<file path="src/rtl/lookup2_hash_if.sv">
// lookup2_hash_if: command / key-stream / result handshake bundle for lookup2_hash.
//   start_*  : command (length in bytes, initval), valid/ready
//   key_*    : 32-bit little-endian key words, valid/ready
//   hash_*   : 32-bit result, valid/ready
// master = key source / hash consumer side, slave = hash engine side.
interface lookup2_hash_if #(
  parameter int LEN_W = 16
);
  logic             start_valid;
  logic             start_ready;
  logic [LEN_W-1:0] start_len;
  logic [31:0]      start_initval;
  logic             key_valid;
  logic             key_ready;
  logic [31:0]      key_data;
  logic             hash_valid;
  logic             hash_ready;
  logic [31:0]      hash_data;

  modport master (
    output start_valid, start_len, start_initval, key_valid, key_data, hash_ready,
    input  start_ready, key_ready, hash_valid, hash_data
  );

  modport slave (
    input  start_valid, start_len, start_initval, key_valid, key_data, hash_ready,
    output start_ready, key_ready, hash_valid, hash_data
  );
endinterface

</file>
<file path="src/rtl/lookup2_hash.sv">
// lookup2_hash: Bob Jenkins lookup2 32-bit hash over a streamed variable-length key.
//   CLK, RST_N : clock, synchronous active-low reset
//   bus        : lookup2_hash_if.slave (start / key / hash handshakes)
// Parameters:
//   LEN_W           : width of the byte-length field
//   STEPS_PER_CYCLE : mix sub-steps evaluated per cycle (1, 3 or 9)
// One hash in flight. Full 12-byte blocks are loaded into k0..k2 and mixed;
// the tail (always present, possibly empty) is masked, folded with the length
// and mixed once more. The result is registered one cycle after the final mix.
module lookup2_hash #(
  parameter int LEN_W           = 16,
  parameter int STEPS_PER_CYCLE = 3
) (
  input logic           CLK,
  input logic           RST_N,
  lookup2_hash_if.slave bus
);

  localparam int          MIX_CYC = 9 / STEPS_PER_CYCLE;
  localparam logic [31:0] GOLDEN  = 32'h9e3779b9;

  generate
    if (!(STEPS_PER_CYCLE == 1 || STEPS_PER_CYCLE == 3 || STEPS_PER_CYCLE == 9)) begin : g_bad_steps
      $error("lookup2_hash: STEPS_PER_CYCLE must be 1, 3 or 9");
    end
  endgenerate

  typedef enum logic [1:0] {S_IDLE, S_LOAD, S_MIX, S_OUT} state_t;

  state_t            state, state_nxt;
  logic [31:0]       a, b, c;
  logic [2:0][31:0]  k;
  logic [LEN_W-1:0]  len_r;
  logic [LEN_W-1:0]  rem;       // bytes not yet folded into a/b/c
  logic [1:0]        widx;      // word slot within the current block
  logic [3:0]        mix_cnt;
  logic              hv_r;
  logic [31:0]       hd_r;

  // current block is the tail once fewer than 12 bytes remain
  logic        is_tail;
  logic [1:0]  wib;             // words in current block
  logic [3:0]  tail_up;
  logic        last_word;
  logic        mix_last;

  assign is_tail   = rem < LEN_W'(12);
  assign tail_up   = rem[3:0] + 4'd3;
  assign wib       = is_tail ? tail_up[3:2] : 2'd3;
  assign last_word = (widx == wib - 2'd1);
  assign mix_last  = (mix_cnt == 4'(MIX_CYC - 1));

  // tail byte mask: byte p survives only if p < rem
  logic [2:0][31:0] tmask;
  always_comb begin
    tmask = '0;
    for (int p = 0; p < 12; p++)
      tmask[p/4][8*(p%4) +: 8] = (LEN_W'(p) < rem) ? 8'hff : 8'h00;
  end

  // block add folded into the first mix cycle, then this cycle's sub-steps
  logic [31:0] ma, mb, mc, k2m;
  logic [3:0]  idx;
  always_comb begin
    ma  = a;
    mb  = b;
    mc  = c;
    k2m = k[2] & tmask[2];
    idx = '0;
    if (mix_cnt == 4'd0) begin
      if (is_tail) begin
        ma = a + (k[0] & tmask[0]);
        mb = b + (k[1] & tmask[1]);
        mc = c + 32'(len_r) + {k2m[23:0], 8'h00};
      end else begin
        ma = a + k[0];
        mb = b + k[1];
        mc = c + k[2];
      end
    end
    for (int s = 0; s < STEPS_PER_CYCLE; s++) begin
      idx = 4'(int'(mix_cnt) * STEPS_PER_CYCLE + s);
      case (idx)
        4'd0: ma = (ma - mb - mc) ^ (mc >> 13);
        4'd1: mb = (mb - mc - ma) ^ (ma << 8);
        4'd2: mc = (mc - ma - mb) ^ (mb >> 13);
        4'd3: ma = (ma - mb - mc) ^ (mc >> 12);
        4'd4: mb = (mb - mc - ma) ^ (ma << 16);
        4'd5: mc = (mc - ma - mb) ^ (mb >> 5);
        4'd6: ma = (ma - mb - mc) ^ (mc >> 3);
        4'd7: mb = (mb - mc - ma) ^ (ma << 10);
        4'd8: mc = (mc - ma - mb) ^ (mb >> 15);
        default: ;
      endcase
    end
  end

  // state register
  always_ff @(posedge CLK) begin
    if (!RST_N) state <= S_IDLE;
    else        state <= state_nxt;
  end

  // next state
  always_comb begin
    state_nxt = state;
    case (state)
      S_IDLE: if (bus.start_valid)
                state_nxt = (bus.start_len == '0) ? S_MIX : S_LOAD;
      S_LOAD: if (bus.key_valid && last_word) state_nxt = S_MIX;
      S_MIX:  if (mix_last) begin
                if (is_tail)                 state_nxt = S_OUT;
                else if (rem == LEN_W'(12))  state_nxt = S_MIX;  // empty tail follows
                else                         state_nxt = S_LOAD;
              end
      S_OUT:  if (hv_r && bus.hash_ready) state_nxt = S_IDLE;
      default: state_nxt = S_IDLE;
    endcase
  end

  // outputs
  always_comb begin
    bus.start_ready = (state == S_IDLE);
    bus.key_ready   = (state == S_LOAD);
    bus.hash_valid  = hv_r;
    bus.hash_data   = hd_r;
  end

  // datapath
  always_ff @(posedge CLK) begin
    if (!RST_N) begin
      a       <= '0;
      b       <= '0;
      c       <= '0;
      k       <= '0;
      len_r   <= '0;
      rem     <= '0;
      widx    <= '0;
      mix_cnt <= '0;
      hv_r    <= 1'b0;
      hd_r    <= '0;
    end else begin
      case (state)
        S_IDLE: if (bus.start_valid) begin
          a       <= GOLDEN;
          b       <= GOLDEN;
          c       <= bus.start_initval;
          len_r   <= bus.start_len;
          rem     <= bus.start_len;
          widx    <= '0;
          mix_cnt <= '0;
        end
        S_LOAD: if (bus.key_valid) begin
          k[widx] <= bus.key_data;
          widx    <= last_word ? 2'd0 : widx + 2'd1;
        end
        S_MIX: begin
          a <= ma;
          b <= mb;
          c <= mc;
          if (mix_last) begin
            mix_cnt <= '0;
            if (!is_tail) rem <= rem - LEN_W'(12);
          end else begin
            mix_cnt <= mix_cnt + 4'd1;
          end
        end
        S_OUT: begin
          if (!hv_r) begin
            hv_r <= 1'b1;
            hd_r <= c;
          end else if (bus.hash_ready) begin
            hv_r <= 1'b0;
          end
        end
        default: ;
      endcase
    end
  end

endmodule
</file>
<file path="src/flat_wrapper.sv">
// flat-port wrapper written by rule: the top's interface ports become plain ports
module lookup2_hash_flat 
#(
  parameter int LEN_W           = 16,
  parameter int STEPS_PER_CYCLE = 3
)
  (CLK, RST_N, bus_start_valid, bus_start_len, bus_start_initval, bus_key_valid, bus_key_data, bus_hash_ready, bus_start_ready, bus_key_ready, bus_hash_valid, bus_hash_data);
  lookup2_hash_if #(.LEN_W(LEN_W)) bus_i ();
  input logic CLK;
  input logic RST_N;
  input wire logic [$bits(bus_i.start_valid)-1:0] bus_start_valid;
  input wire logic [$bits(bus_i.start_len)-1:0] bus_start_len;
  input wire logic [$bits(bus_i.start_initval)-1:0] bus_start_initval;
  input wire logic [$bits(bus_i.key_valid)-1:0] bus_key_valid;
  input wire logic [$bits(bus_i.key_data)-1:0] bus_key_data;
  input wire logic [$bits(bus_i.hash_ready)-1:0] bus_hash_ready;
  output wire logic [$bits(bus_i.start_ready)-1:0] bus_start_ready;
  output wire logic [$bits(bus_i.key_ready)-1:0] bus_key_ready;
  output wire logic [$bits(bus_i.hash_valid)-1:0] bus_hash_valid;
  output wire logic [$bits(bus_i.hash_data)-1:0] bus_hash_data;
  assign bus_i.start_valid = bus_start_valid;
  assign bus_i.start_len = bus_start_len;
  assign bus_i.start_initval = bus_start_initval;
  assign bus_i.key_valid = bus_key_valid;
  assign bus_i.key_data = bus_key_data;
  assign bus_i.hash_ready = bus_hash_ready;
  assign bus_start_ready = bus_i.start_ready;
  assign bus_key_ready = bus_i.key_ready;
  assign bus_hash_valid = bus_i.hash_valid;
  assign bus_hash_data = bus_i.hash_data;
  lookup2_hash #(.LEN_W(LEN_W), .STEPS_PER_CYCLE(STEPS_PER_CYCLE)) u_core (.CLK(CLK), .RST_N(RST_N), .bus(bus_i));
endmodule
</file>
<file path="config.mk">
export PLATFORM = sky130hd
export DESIGN_NAME = lookup2_hash_flat
export DESIGN_NICKNAME = d
export VERILOG_FILES = /design/src/rtl/lookup2_hash_if.sv /design/src/rtl/lookup2_hash.sv /design/src/flat_wrapper.sv
export SDC_FILE = /design/constraint.sdc
export NUM_CORES = 2
export LEC_CHECK = 0
export ABC_AREA = 1
export ABC_CLOCK_PERIOD_IN_PS = 34200
export CAP_MARGIN = 20
export CORE_UTILIZATION = 35
export DETAILED_ROUTE_END_ITERATION = 7
export PLACE_DENSITY_LB_ADDON = 0.2
export SETUP_SLACK_MARGIN = 0.1
export SKIP_LAST_GASP = 1
export SYNTH_ARGS = -nofsm -noshare
export SYNTH_HDL_FRONTEND = slang
export SYNTH_SLANG_ARGS = --single-unit
</file>
<file path="constraint.sdc">
create_clock -name CLK -period 34.2 [get_ports CLK]
set_clock_uncertainty 0.15 [all_clocks]
set_input_delay 10.26 -clock CLK [delete_from_list [all_inputs] [get_ports CLK]]
set_output_delay 10.26 -clock CLK [all_outputs]
set_load 0.005 [all_outputs]
</file>
==> key figures <==
Logic synthesis
  • Adder-cell share of the synthesized area: about 22%
  • Yosys warns: 0
  • Post-synthesis average cell area: 6.212 um2
  • Top cell type's share of synthesized area: a little over an eighth
  • Compound-Gate Fraction of Synth Area: between 20% and 30%
  • Post-Syn Nets: approximately 9.2k
  • Synth Register Bits: between 200 and 300
  • Xor and xnor area share after synthesis: approximately 5.5%
  • Async set-reset flop share out of synthesis: 0%
  • Synth top area cells: nand2_1 14%, fa_1 12%, ha_1 11%
  • Largest family of logic cells by synthesized area: simple AND/OR/NAND/NOR gates
  • Synth cell types: 79
  • Top FF cell, synth: dfxtp_1
  • Synth Area in Simple Gates: ~28%
  • Post-synth EDFFs: 0
  • Mapped Area: roughly 52000 um2
  • Synth area leader: nand2_1
  • Mux cell area share after synthesis: 0%
  • Register area share after synthesis: 10.22%
  • Mapped Cells: around 8.4k

Die
  • Core area: 146400 um2
  • Die width: 387.2 um
  • Die span in y: 387.2 um
  • Rows: 140
  • Initial Util: 35.46%
  • Die area: 149900 um2
  • Num ports: 120

Clock tree
  • Sink Count: 265
  • Clock transition at path regs: around 0.070 ns
  • Worst-Skew Late Latency: between 0.6 and 0.7 ns
  • Total CTS buffers: 31
  • Setup bufs post-CTS: 0
  • TritonCTS clock tree: done
  • Post-cts resize count: 0
  • Hold_buf cts: 0
  • CTS Buffer Depth: 3
  • H-tree Lvls: 1
  • CTS root buf: clkbuf_16

Timing
  • RSZ-0062 raised after global routing: false
  • Final worst-path setup slack: about 18 ns
  • Setup TNS: 0 ns
  • Final Setup Violations: 0
  • Worst Tran Pin Value: 1.223 ns
  • Final hold vios: 0
  • Normalized max-slew margin: between 10% and 20%
  • Fmax: between 0.06 and 0.07 GHz
  • Min cycle time layout: roughly 16 ns
  • Tcrit/Tclk final: between 40% and 50%
  • Min Hold Slack: between 0.3 and 0.4 ns
  • Final Slew Violations: 0

Global route
  • Total track usage: about two fifths
  • Overflow after GRT: 0
  • Largest net degree at the start of global routing: 74
  • Number of global-route vias before repair: around 56k
  • Initial antenna violation count: 13
  • Global-route wire length before repair: 433.4 mm

Job
  • Maxcap violations: 0

Finish
  • # nets final: around 9.3k
  • Fillcell total: approximately 16k
  • Share of layout cells above drive strength 1: between 6 and 7%
  • Seq. cell area: 5305 um2
  • Area Overhead vs Synth: 10.25%
  • Fin cells: between 10k and 15k
  • Multi-input gate area in the final layout: about 41000 um2

Placement
  • DP Worst Slack: about 18 ns
  • DPL Wire Length: about 260 mm
  • RD Place Congestion: 1.046
  • DP Cell Count: about 10k
  • Port bufs: between 100 and 150

Critical path
  • Crit path largest cell delay: roughly 0.73 ns
  • Crit Path Class: reg -> reg
  • Top cell by count, worst path: nand2_1
  • Critical path's top delay family: simple AND/OR/NAND/NOR gates
  • Critical Path RT: approximately 35 ns
  • Critical Path Source Type: flop
  • CP max FO: 9
  • Total stage count of the critical path: 62
  • CP max-delay cell: fa_1
  • Worst path bufs/invs: 8
  • Setup crit end kind: flop
  • Critical Path AT: 16.42 ns
  • R2R depth: between 60 and 70

Routing
  • DRC viols: 0
  • TritonRoute pass-1 iters: 8
  • Initial DRC count: ~8k
  • Via-to-Cell Ratio: between 5 and 6
  • Vias: 61.10k
  • Routed Antenna Nets: 0
  • Wire length per cell: between 30 and 40 um
  • Routed WL: 315.6 mm

Run status
  • Outcome: complete, no violations

Worst hold path
  • Hold Path Class: reg -> reg
  • Hold path depth: 2
[synth_stat cells (all sizes together) (3+ instances only)]
cell type,count
nand2,1969
inv,1211
a21oi,937
o21ai,882
nor2,644
nand3,564
ha,443
fa,302
dfxtp,265
xor2,200
clkbuf,171
xnor2,119
nand4,80
o211ai,54
nor3,44
or2,44
a31oi,43
buf,41
a21o,40
o21bai,35
a21boi,31
o221ai,30
o22ai,27
nand3b,25
o21a,24
a211oi,20
nor4,18
o31ai,17
clkinv,12
o2111ai,12
a221oi,10
a22oi,8
and3,7
a41oi,5
o311ai,5
and2,4
a31o,3
o221a,3
[final timing paths]
kind                            slack (ns)           start           end
worst max-delay path                 18.11  u_core.rem[10]  u_core.b[30]
worst min-delay path                  0.31    u_core.k[41]  u_core.k[41]
worst min register to register        0.31    u_core.k[41]  u_core.k[41]
worst max register to register       18.11  u_core.rem[10]  u_core.b[30]
[state kept, by name, summed over array words and instances (netlist names)]
signal	cells
u_core.len_r	16
u_core.bus.hash_valid	1
u_core.bus.hash_data	32
u_core.c	32
u_core.a	32
u_core.state	2
u_core.widx	2
u_core.b	32
u_core.rem	16
u_core.k	96
u_core.mix_cnt	4
[cells by family after synthesis]
| family | Yosys count |
|---|---|
| AND/OR/NAND/NOR | 3402 |
| AO/OA/AOI/OAI | 2193 |
| buffers and inverters | 1435 |
| adder cells (fa/ha/maj) | 745 |
| XOR/XNOR | 319 |
| flip-flops | 265 |
[per-stage QoR]
| stage | cell area, um2 | util (%) |
|---|---|---|
| after global routing | 57240 | 39.08 |
| after floorplan | 51930 | - |
| final | 57250 | 39.09 |
| after global placement | 56070 | 38.29 |
| after CTS | 57230 | 39.08 |
| after detailed placement | 56110 | 38.32 |
[placed cells by master (no fill, tap or decap), drive strengths merged, types with 24 or more instances in the layout]
cell,instances
o221ai,30
buf,186
clkdlybuf4s50,118
fa,302
or2,44
o21a,24
a21o,40
nand3,564
nand2,1969
nor3,44
o21ai,882
ha,443
nor2,644
a31oi,43
o22ai,27
nand4,80
a21oi,937
dfxtp,265
nand3b,25
clkbuf,36
o21bai,35
a21boi,31
xnor2,119
xor2,200
o211ai,54
inv,1219
[tightest hold or removal path, delay by kind of cell (launching register included)]
kind                   cells  cell delay, ns
buffers and inverters      1            0.06
DFF                        1            0.30
AOI/OAI and AO/OA          1            0.05
[layer usage]
layer	up-vias	share of wire [%]	track usage, %
met5	-	0.017	0
met4	8	5.8	19.44
met2	3189	43	62.26
li1	27800	-	-
met3	605	9.0	6.380
met1	29500	42	54.97
[layout make-up]
cell class / instances / area share [%]
diodes: 6 / 0.02623
multi-input cells: 6659 / 72.00
clock inverters: 23 / 0.5136
well taps: 1917 / 4.190
clock buffers: 35 / 1.434
flip-flops and latches: 265 / 9.267
inverters: 1223 / 8.023
repair buffers: 305 / 4.544
Power is not shown: default switching activity piles up to over one toggle a cycle in this logic, so the estimate is an artifact.
